`config.mk`:
```
export PLATFORM = sky130hd
export DESIGN_NAME = load_unit
export DESIGN_NICKNAME = d
export VERILOG_FILES = /design/src/rtl/load_unit.sv
export SDC_FILE = /design/constraint.sdc
export NUM_CORES = 1
export LEC_CHECK = 0
export CAP_MARGIN = 20
export CORE_UTILIZATION = 35
export DETAILED_ROUTE_END_ITERATION = 7
export GPL_ROUTABILITY_DRIVEN = 0
export PLACE_DENSITY = 0.64
export SYNTH_ARGS = -nofsm -noshare
export SYNTH_HDL_FRONTEND = slang
export SYNTH_SLANG_ARGS = --single-unit
```
`constraint.sdc`:
```
create_clock -name clk -period 4.7 [get_ports clk]
set_clock_uncertainty 0.05 [all_clocks]
set_input_delay 0.705 -clock clk [delete_from_list [all_inputs] [get_ports clk]]
set_output_delay 0.705 -clock clk [all_outputs]
set_load 0.01 [all_outputs]
```
`src/rtl/load_unit.sv`:
```
// RV32I load path: issues a word-aligned read, then extracts and sign/zero-extends the addressed lane.
// Optional build macro MISALIGN_TRAP_EN traps misaligned LH/LHU/LW without touching memory.
module load_unit #(
  parameter int TIMEOUT_CYCLES = 15
) (
  input  logic        clk,
  input  logic        rst_n,
  input  logic        ld_valid,
  output logic        ld_ready,
  input  logic [2:0]  funct3,
  input  logic [31:0] addr,
  output logic        mem_req,
  output logic [31:0] mem_addr,
  input  logic        mem_rvalid,
  input  logic [31:0] mem_rdata,
  output logic        ld_done,
  output logic [31:0] ld_data,
  output logic        ld_err
);

  typedef enum logic [1:0] {S_IDLE, S_WAIT, S_RESP} state_t;

  state_t      r_state;
  state_t      w_state_nxt;
  logic [2:0]  r_funct3;
  logic [1:0]  r_off;
  logic [7:0]  r_cnt;
  logic        w_accept;
  logic        w_illegal;
  logic        w_misalign;
  logic        w_timeout;

  function automatic logic [31:0] extract(input logic [2:0] f3, input logic [1:0] o,
                                          input logic [31:0] w);
    logic [7:0]  b;
    logic [15:0] h;
    logic [31:0] res;
    case (o)
      2'd0:    b = w[7:0];
      2'd1:    b = w[15:8];
      2'd2:    b = w[23:16];
      default: b = w[31:24];
    endcase
    h = o[1] ? w[31:16] : w[15:0];
    case (f3)
      3'b000:  res = {{24{b[7]}}, b};
      3'b100:  res = {24'd0, b};
      3'b001:  res = {{16{h[15]}}, h};
      3'b101:  res = {16'd0, h};
      default: res = w;
    endcase
    return res;
  endfunction

  assign w_accept  = ld_valid && ld_ready;
  assign w_illegal = !(funct3 == 3'b000 || funct3 == 3'b001 || funct3 == 3'b010 ||
                       funct3 == 3'b100 || funct3 == 3'b101);
`ifdef MISALIGN_TRAP_EN
  assign w_misalign = ((funct3[1:0] == 2'b01) && addr[0]) ||
                      ((funct3 == 3'b010) && (addr[1:0] != 2'b00));
`else
  assign w_misalign = 1'b0;
`endif
  // Timeout fires on the TIMEOUT_CYCLES-th WAIT cycle that sees no read data.
  assign w_timeout = (r_cnt == 8'(TIMEOUT_CYCLES - 1));

  always_ff @(posedge clk or negedge rst_n) begin
    if (!rst_n) r_state <= S_IDLE;
    else        r_state <= w_state_nxt;
  end

  always_comb begin
    w_state_nxt = r_state;
    case (r_state)
      S_IDLE: if (w_accept) w_state_nxt = (w_illegal || w_misalign) ? S_RESP : S_WAIT;
      S_WAIT: if (mem_rvalid || w_timeout) w_state_nxt = S_RESP;
      default: w_state_nxt = S_IDLE;
    endcase
  end

  always_ff @(posedge clk or negedge rst_n) begin
    if (!rst_n) begin
      ld_ready <= 1'b1;
      mem_req  <= 1'b0;
      mem_addr <= 32'd0;
      ld_done  <= 1'b0;
      ld_data  <= 32'd0;
      ld_err   <= 1'b0;
      r_funct3 <= 3'd0;
      r_off    <= 2'd0;
      r_cnt    <= 8'd0;
    end else begin
      ld_done <= 1'b0;
      case (r_state)
        S_IDLE: begin
          if (w_accept) begin
            r_funct3 <= funct3;
            r_off    <= addr[1:0];
            r_cnt    <= 8'd0;
            ld_ready <= 1'b0;
            if (w_illegal || w_misalign) begin
              ld_done <= 1'b1;
              ld_err  <= 1'b1;
              ld_data <= 32'd0;
            end else begin
              mem_req  <= 1'b1;
              mem_addr <= {addr[31:2], 2'b00};
            end
          end
        end
        S_WAIT: begin
          // Read data wins over a same-cycle timeout.
          if (mem_rvalid) begin
            mem_req <= 1'b0;
            r_cnt   <= 8'd0;
            ld_done <= 1'b1;
            ld_err  <= 1'b0;
            ld_data <= extract(r_funct3, r_off, mem_rdata);
          end else if (w_timeout) begin
            mem_req <= 1'b0;
            r_cnt   <= 8'd0;
            ld_done <= 1'b1;
            ld_err  <= 1'b1;
            ld_data <= 32'd0;
          end else begin
            r_cnt <= r_cnt + 8'd1;
          end
        end
        default: ld_ready <= 1'b1;
      endcase
    end
  end

endmodule

```
Yosys cells after proc, flatten, opt, wreduce, memory -nomap -nowiden:

Cells that the tools add are included.
W data, S select, Z words.

* eq/ne operators: 16
* reduce and logical (&&, ||, !) cells: 18
* add/subtract/negate cells: 1
* muxes and demuxes: 33
* bitwise operators: 1

Operators with widths (number)
* $mux W32: 4
* $pmux W32 S4: 1
* $pmux W32 S2: 1
* $mux W8: 3
* $pmux W8 S3: 1
* $mux W16: 1
* $pmux W8 S2: 1
* $mux W1: 13
* $eq A3 B3 Y1 const B: 4
* $add A8 B1 Y8 const B: 1
* $eq A8 B4 Y1 const B: 1
* $ne A2 B2 Y1 const B: 4
* $pmux W1 S2: 4
* $reduce_and A2 Y1: 4
* $reduce_and A4 Y1: 2
* $eq A3 B1 Y1 const B: 2
* $logic_not A3 Y1: 2
* $mux W2: 3
* $logic_or A1 B1 Y1: 5
* $eq A2 B1 Y1 const B: 2
* $logic_not A2 Y1: 2
* $pmux W2 S2: 1
* $eq A3 B2 Y1 const B: 1
* $ne A3 B3 Y1 const B: 1
* other kinds (5): 5

* bits of input ports: 71
* register bits after elaboration: 81
* output and inout port bits: 68
* word-level logic and storage cells: 79

Longest topological paths before layout:

* depth after elaboration: 8
* mapped depth: 7
* mapped depth without buffers: 5

Least setup slack after synthesis:

No wires, ideal clock.

* path kind: input-to-reg
* start: in mem_rdata[23]
* end: reg ld_data[16]
* path slack: 2.779 ns
* arrival: 1.745 ns
* cell stages on the path: 5
* setup time: 0.126 ns
* buffers on the path: 1
* required time: 4.524 ns
* path through: mux2_1 > mux2i_1 > nor4b_4 > buf_4 > a221o_1

* word-level cells in the longest chain between the ends: 4

RTL lines
* start: declaration: RTL line 15 `input logic [31:0] mem_rdata,`
* $pmux W8 S3: RTL line 38 `case (o)`
* $pmux W32 S4: RTL line 45 `case (f3)`
* $mux W32: RTL line 113 `if (mem_rvalid) begin`
* $pmux W32 S2: RTL line 94 `case (r_state)`
* end signal: assignment: RTL line 118 `ld_data <= extract(r_funct3, r_off, mem_rdata);`
* end: declaration: RTL line 17 `output logic [31:0] ld_data,`

No other way between the ends.
A chain may end at the register's enable or synchronous reset.

Worst setup path after layout:

* start: in mem_rvalid
* end: reg ld_data[28]

* word-level cells in the longest chain between the ends: 2
* elaborated cells between the ends (all ways): 4
* those cells by class: 1 x eq/ne; 2 x mux; 1 x reduce/logical

RTL lines
* start: declaration: RTL line 14 `input logic mem_rvalid,`
* $ne A3 B3 Y1 (no line) / $mux W32 (equally long branches)
* $reduce_and A4 Y1 (no line) / $pmux W32 S2 (equally long branches)

Several ways; a longest one is shown, not always the timed one.

==> flow_metrics.env <==
export IMPL_post_drt_wl_per_cell_microns=16.1
export IMPL_ys_seq_elements=81
export IMPL_grt_overflow=0
export IMPL_grt_first_pass_wirelength_mm=15.1
export IMPL_max_freq_mhz=393
export IMPL_syn_inst=302
export IMPL_area_growth_pct=45.2
export IMPL_die_h_microns=105
export IMPL_crit_required_ns=4.94
export IMPL_wl_met1_mm=4.12
export IMPL_start_util=0.360
export IMPL_cts_hold_buf=0
export IMPL_drc_errors=0
export IMPL_top_layer="met4"
export IMPL_hold_violations=0
export IMPL_grt_usage=0.174
export IMPL_drv_slew=0
export IMPL_port_buffers=136
export IMPL_fin_crit_ns=2.54
export IMPL_fin_nets=506
export IMPL_cts_tree="built"
export IMPL_p_per_area_nw_per_um2=592
export IMPL_cts_resized=0
export IMPL_synthTopCellsByCount="80 x dfrtp_1, 28 x mux2_2, 21 x o21ai_0"
export IMPL_r2r_worst_path_cells=4
export IMPL_clk_latency_ns=0.35
export IMPL_cp_top_family="simple AND/OR/NAND/NOR gates"
export IMPL_holdCritPathClass="in -> async"
export IMPL_synth_top_area_frac=0.541
export IMPL_fillerInstances=938
export IMPL_setup_viol=0
export IMPL_wl_met2_mm=4.28
export IMPL_drive_above_1_share=0.123
export IMPL_synthFlopType="dfrtp_1"
export IMPL_crit_chain="clkdlybuf4s50_1 > inv_1 > nor2_2 > nor4b_4 > a221o_1"
export IMPL_drv_cap=0
export IMPL_worstSetupEndpointType="flip-flop"
export IMPL_cpPeakStageDelay_ns=0.75
export IMPL_async_reset_ff_frac=1.00
export IMPL_hpwl_mm=6.70
export IMPL_drt_iter0_markers=87
export IMPL_numCtsBuffers=9
export IMPL_worst_r2r_endpoint="ld_data[28]$_DFFE_PN0P_"
export IMPL_period_share=0.541
export IMPL_clockBufferDepth=2
export IMPL_die_width_microns=105
export IMPL_row_count=37
export IMPL_io_pins=139
export IMPL_synth_cell_types=47
export IMPL_relSlewSlack=0.464
export IMPL_vias=2930
export IMPL_leakagePower_nw=2.23
export IMPL_synth_top_cell_by_area="dfrtp_1"
export IMPL_peakVddDrop_v=0.000319
export IMPL_path_max_fanout=16
export IMPL_r2r_start="r_state[1]$_DFFE_PN0P_"
export IMPL_arrival_ns=2.78
export IMPL_wl_mm=9.24
export IMPL_synth_most_common_cell="dfrtp_1"
export IMPL_cp_num_buf_inv=2
export IMPL_critPathKind="in -> reg"
export IMPL_ant_nets=0
export IMPL_worst_setup_path_start_kind="input port"
export IMPL_firstDrtPassIters=4
export IMPL_synthTopCellsByArea="dfrtp_1 54%, mux2_2 8.5%, a221o_1 4.3%"
export IMPL_cts_root_buf="clkbuf_8"
export IMPL_antenna_found_initial=0
export IMPL_critPathSlowestCell="nor4b_4"
export IMPL_via_per_inst=5.10
export IMPL_yosysWarnings=0
export IMPL_tightestPinTransition_ns=0.804
export IMPL_r2r_setup_slack_ns=2.29
export IMPL_wl_met3_microns=785
export IMPL_holdWs_ns=0.188
export IMPL_cts_sinks=81
export IMPL_grt_pass1_vias=2868
export IMPL_clk_pin_slew_worst_paths_ns=0.09
export IMPL_grt_max_degree=82
export IMPL_coreArea_sq_um=10300
export IMPL_yosysSeqAreaShare=0.548
export IMPL_netlist_area_sq_um=3700
export IMPL_tns_ns=0
export IMPL_dieArea_sq_um=11000
export IMPL_rsz0062_at_grt="false"
export IMPL_synth_edff_count=0
export IMPL_diodes=0
export IMPL_post_cts_setup_buffers=0
export IMPL_status="finished, final reports clean"
export IMPL_htree_levels=3
export IMPL_avgSynthCellArea_sq_um=12.3
stage by stage:
step                utilization  worst slack [ns]  total power [mW]  std cells  area [sq um]
detailed placement        0.500              1.81              2.66        557          5140
CTS                       0.520              2.18              3.21        573          5340
finish                    0.523              2.16              3.18        574          5370
floorplan                     -              2.78              1.94        303          3700
global route              0.523              1.97              3.39        574          5370
global placement          0.498              1.86              2.63        556          5120
registers in the layout, indices dropped and copies added (netlist names):
signal / flops
r_off: 2
r_cnt: 8
ld_data: 32
ld_done: 1
ld_ready: 1
r_state: 2
r_funct3: 3
mem_req: 1
ld_err: 1
mem_addr: 30
power by group:
part           internal, mW  leakage [nW]  total [mW]  switching (mW)
Combinational         0.834          1.10        1.41           0.577
Clock                 0.256         0.103       0.537           0.281
Sequential            0.989          1.02        1.23           0.243
area by class of cell:
type	count	area [sq um]	area share
multi-input cells	192	1520	0.283
clock buffers	9	124	0.0231
inverters	10	37.5	0.00699
flip-flops and latches	81	2030	0.378
well taps	136	170	0.0317
repair buffers	139	1410	0.262
clock inverters	7	83.8	0.0156
how the worst max path moves through the flow:
stage	from	end	slack, ns	depth (start not counted)
finish	mem_rvalid	ld_data[28]$_DFFE_PN0P_	2.16	5
global route	mem_rvalid	ld_data[16]$_DFFE_PN0P_	1.97	5
CTS	mem_rvalid	ld_data[16]$_DFFE_PN0P_	2.18	5
global placement	mem_rvalid	ld_data[16]$_DFFE_PN0P_	1.86	5
floorplan	mem_rdata[23]	ld_data[16]$_DFFE_PN0P_	2.78	5
detailed placement	mem_rvalid	ld_data[16]$_DFFE_PN0P_	1.81	5
logic make-up (layout without fill, tap and decap cells):
group	Yosys count	after routing	share of synthesized area
compound gates	82	82	0.168
xor+xnor	4	4	0.00947
fa+ha+maj	2	2	0.00676
buf+inv	30	165	0.0423
flops	81	81	0.548
mux	43	43	0.132
other cells	1	2	0.00101
simple gates	59	59	0.0927
layer usage:
metal / vias up / track usage
li1: 1381 / -
met1: 1424 / 0.228
met3: 5 / 0.0580
met5: - / 0
met4: 0 / 0.0453
met2: 120 / 0.278
cells in the final DEF (no fill, tap or decap), types with 3 or more instances in the layout:
master,n
and2_1,5
a21oi_1,8
a22o_1,5
a32o_1,4
nor2b_1,3
nor2_1,12
inv_1,10
nand2b_1,8
mux2_1,8
a221o_1,16
o22ai_1,4
mux2_2,28
inv_6,3
clkdlybuf4s50_1,135
clkbuf_8,9
o21ai_0,21
dfrtp_1,80
nand3_1,4
xnor2_1,4
nand2_1,11
or3_1,4
o2bb2ai_1,14
a211oi_1,3
mux2i_1,6
Note: power is estimated with default switching activity, not from simulation.
==> RTL change: new RTL, config.mk and constraints unchanged <==
Set the parameter `TIMEOUT_CYCLES` to 8 (it was 15).
--- a/src/rtl/load_unit.sv
+++ b/src/rtl/load_unit.sv
@@ -1,7 +1,7 @@
 // RV32I load path: issues a word-aligned read, then extracts and sign/zero-extends the addressed lane.
 // Optional build macro MISALIGN_TRAP_EN traps misaligned LH/LHU/LW without touching memory.
 module load_unit #(
-  parameter int TIMEOUT_CYCLES = 15
+  parameter int TIMEOUT_CYCLES = 8
 ) (
   input  logic        clk,
   input  logic        rst_n,
Check against the original RTL: no difference found for any inputs over 4 cycles, from zero or initial values and one cycle with rst_n low; that may be too few to reach the edited logic, so the function may still have changed.
==> RTL change against the original RTL <==
- synthesized cell count is 4.3% higher
- worst hold slack better by 0.067 ns
- critical path depth stayed put
- synthesized area is 0.30% higher
- total power is 2.6% higher
- wire length is 1.8% higher
- setup slack worse by 0.23 ns
- combinational power is 4% higher
- clock power is 8.6% higher
- count of clock-buffer cells in the layout is 1 higher
- final area is 1.2% higher
- sequential cell count stayed put
- maximum frequency is 8.4% lower
- critical endpoint is now ld_data[25]
==> RTL change: results <==
metrics = {
    "detailed_routing": {
        "wl_um": 9403,
        "dr_total_vias": 3000,
        "drt_iter0_drc": 73,
    },
    "global_route": {
        "use_met3": 0.04242,
        "grt_use_met1": 0.2427,
        "grt_pass1_wl_um": 15430,
        "track_usage": 0.1784,
        "grt_pass1_vias": 2917,
    },
    "synth": {
        "synth_commonest_cells": "80 x dfrtp_1, 36 x mux2_2, 22 x o21ai_0, 19 x nand2_1, 14 x o2bb2ai_1",
        "avgSynthCellArea_um2": 11.78,
        "ys_types": 53,
        "yosysSeqAreaShare": 0.5465,
        "yosys-top-cells-area": "dfrtp_1 54%, mux2_2 11%, o2bb2ai_1 3.3%",
    },
    "placed_design": {
        "dp_cells": 569,
        "dp_hpwl_um": 6522,
    },
    "clock_tree": {
        "cts_buffer_depth": 2,
    },
    "worst_setup_path": {
        "r2r_setup_slack_ns": 2.21,
        "r2r-start": "r_off[1]",
        "r2r-end": "ld_data[25]",
        "worstPathArrival_ns": 3.01,
    },
    "status": {
        "status": "finished clean",
    },
    "final_layout": {
        "layout-drive-gt1-share": 0.1663,
        "fin_nets": 518,
    },
    "power_and_ir_drop": {
        "p_leak_nw": 2.256,
        "peakVddDrop_mv": 0.2165,
    },
    "timing": {
        "worstMarginPinSlew_ns": 0.9320,
    },
}
## RTL change: cells by family after synthesis
family,count (synthesis),share of synthesized area
compound gates,91,0.1902
fa+ha+maj,1,0.003371
buf+inv,27,0.03439
flops,81,0.5465
mux,39,0.1173
other cells,1,0.001010
simple gates,75,0.1072
## RTL change: worst max path at each step
stage / start / to / slack (ns) / depth (start not counted)
floorplan: mem_rdata[23] / ld_data[16] / 2.51 / 5
global placement: mem_rdata[23] / ld_data[27] / 1.67 / 5
detailed placement: mem_rdata[23] / ld_data[23] / 1.55 / 5
CTS: mem_rdata[23] / ld_data[25] / 1.97 / 5
global route: mem_rdata[23] / ld_data[31] / 1.80 / 5
finish: mem_rdata[23] / ld_data[25] / 1.93 / 5
## RTL change: routing by layer
metal  wire, um  share of wire
met3        482          0.051
met4        134          0.014
met1       4367           0.46
met2       4417           0.47
met5          0              0
## RTL change: layout make-up
class	instances	area, um^2	share of cell area
clock buffers	10	137.6	0.02532
clock inverters	6	91.34	0.01680
inverters	5	18.77	0.003453
multi-input cells	208	1573	0.2894
flip-flops and latches	81	2028	0.3732
well taps	136	170.2	0.03131
repair buffers	141	1416	0.2606
## RTL change: stage by stage
step / cell area [um^2] / power, W / setup slack [ns]
after global placement: 5171 / 0.002672 / 1.672
after CTS: 5400 / 0.003300 / 1.966
after global routing: 5435 / 0.003474 / 1.804
after floorplan: 3715 / 0.001963 / 2.511
final: 5435 / 0.003264 / 1.925
after detailed placement: 5171 / 0.002704 / 1.550
## RTL change: where the power goes
part	internal (W)	switching (W)	total, W
clock network	0.000316	0.000268	0.000583
logic	0.000866	0.000605	0.00147
registers	0.000988	0.000222	0.00121
total	0.00217	0.00109	0.00326
## RTL change: critical path, cell delays in order
cell	delay (ns)
clkdlybuf4s50_1	0.55
or3b_1	0.36
a32o_2	0.29
a2111oi_4	0.87
a221o_2	0.22
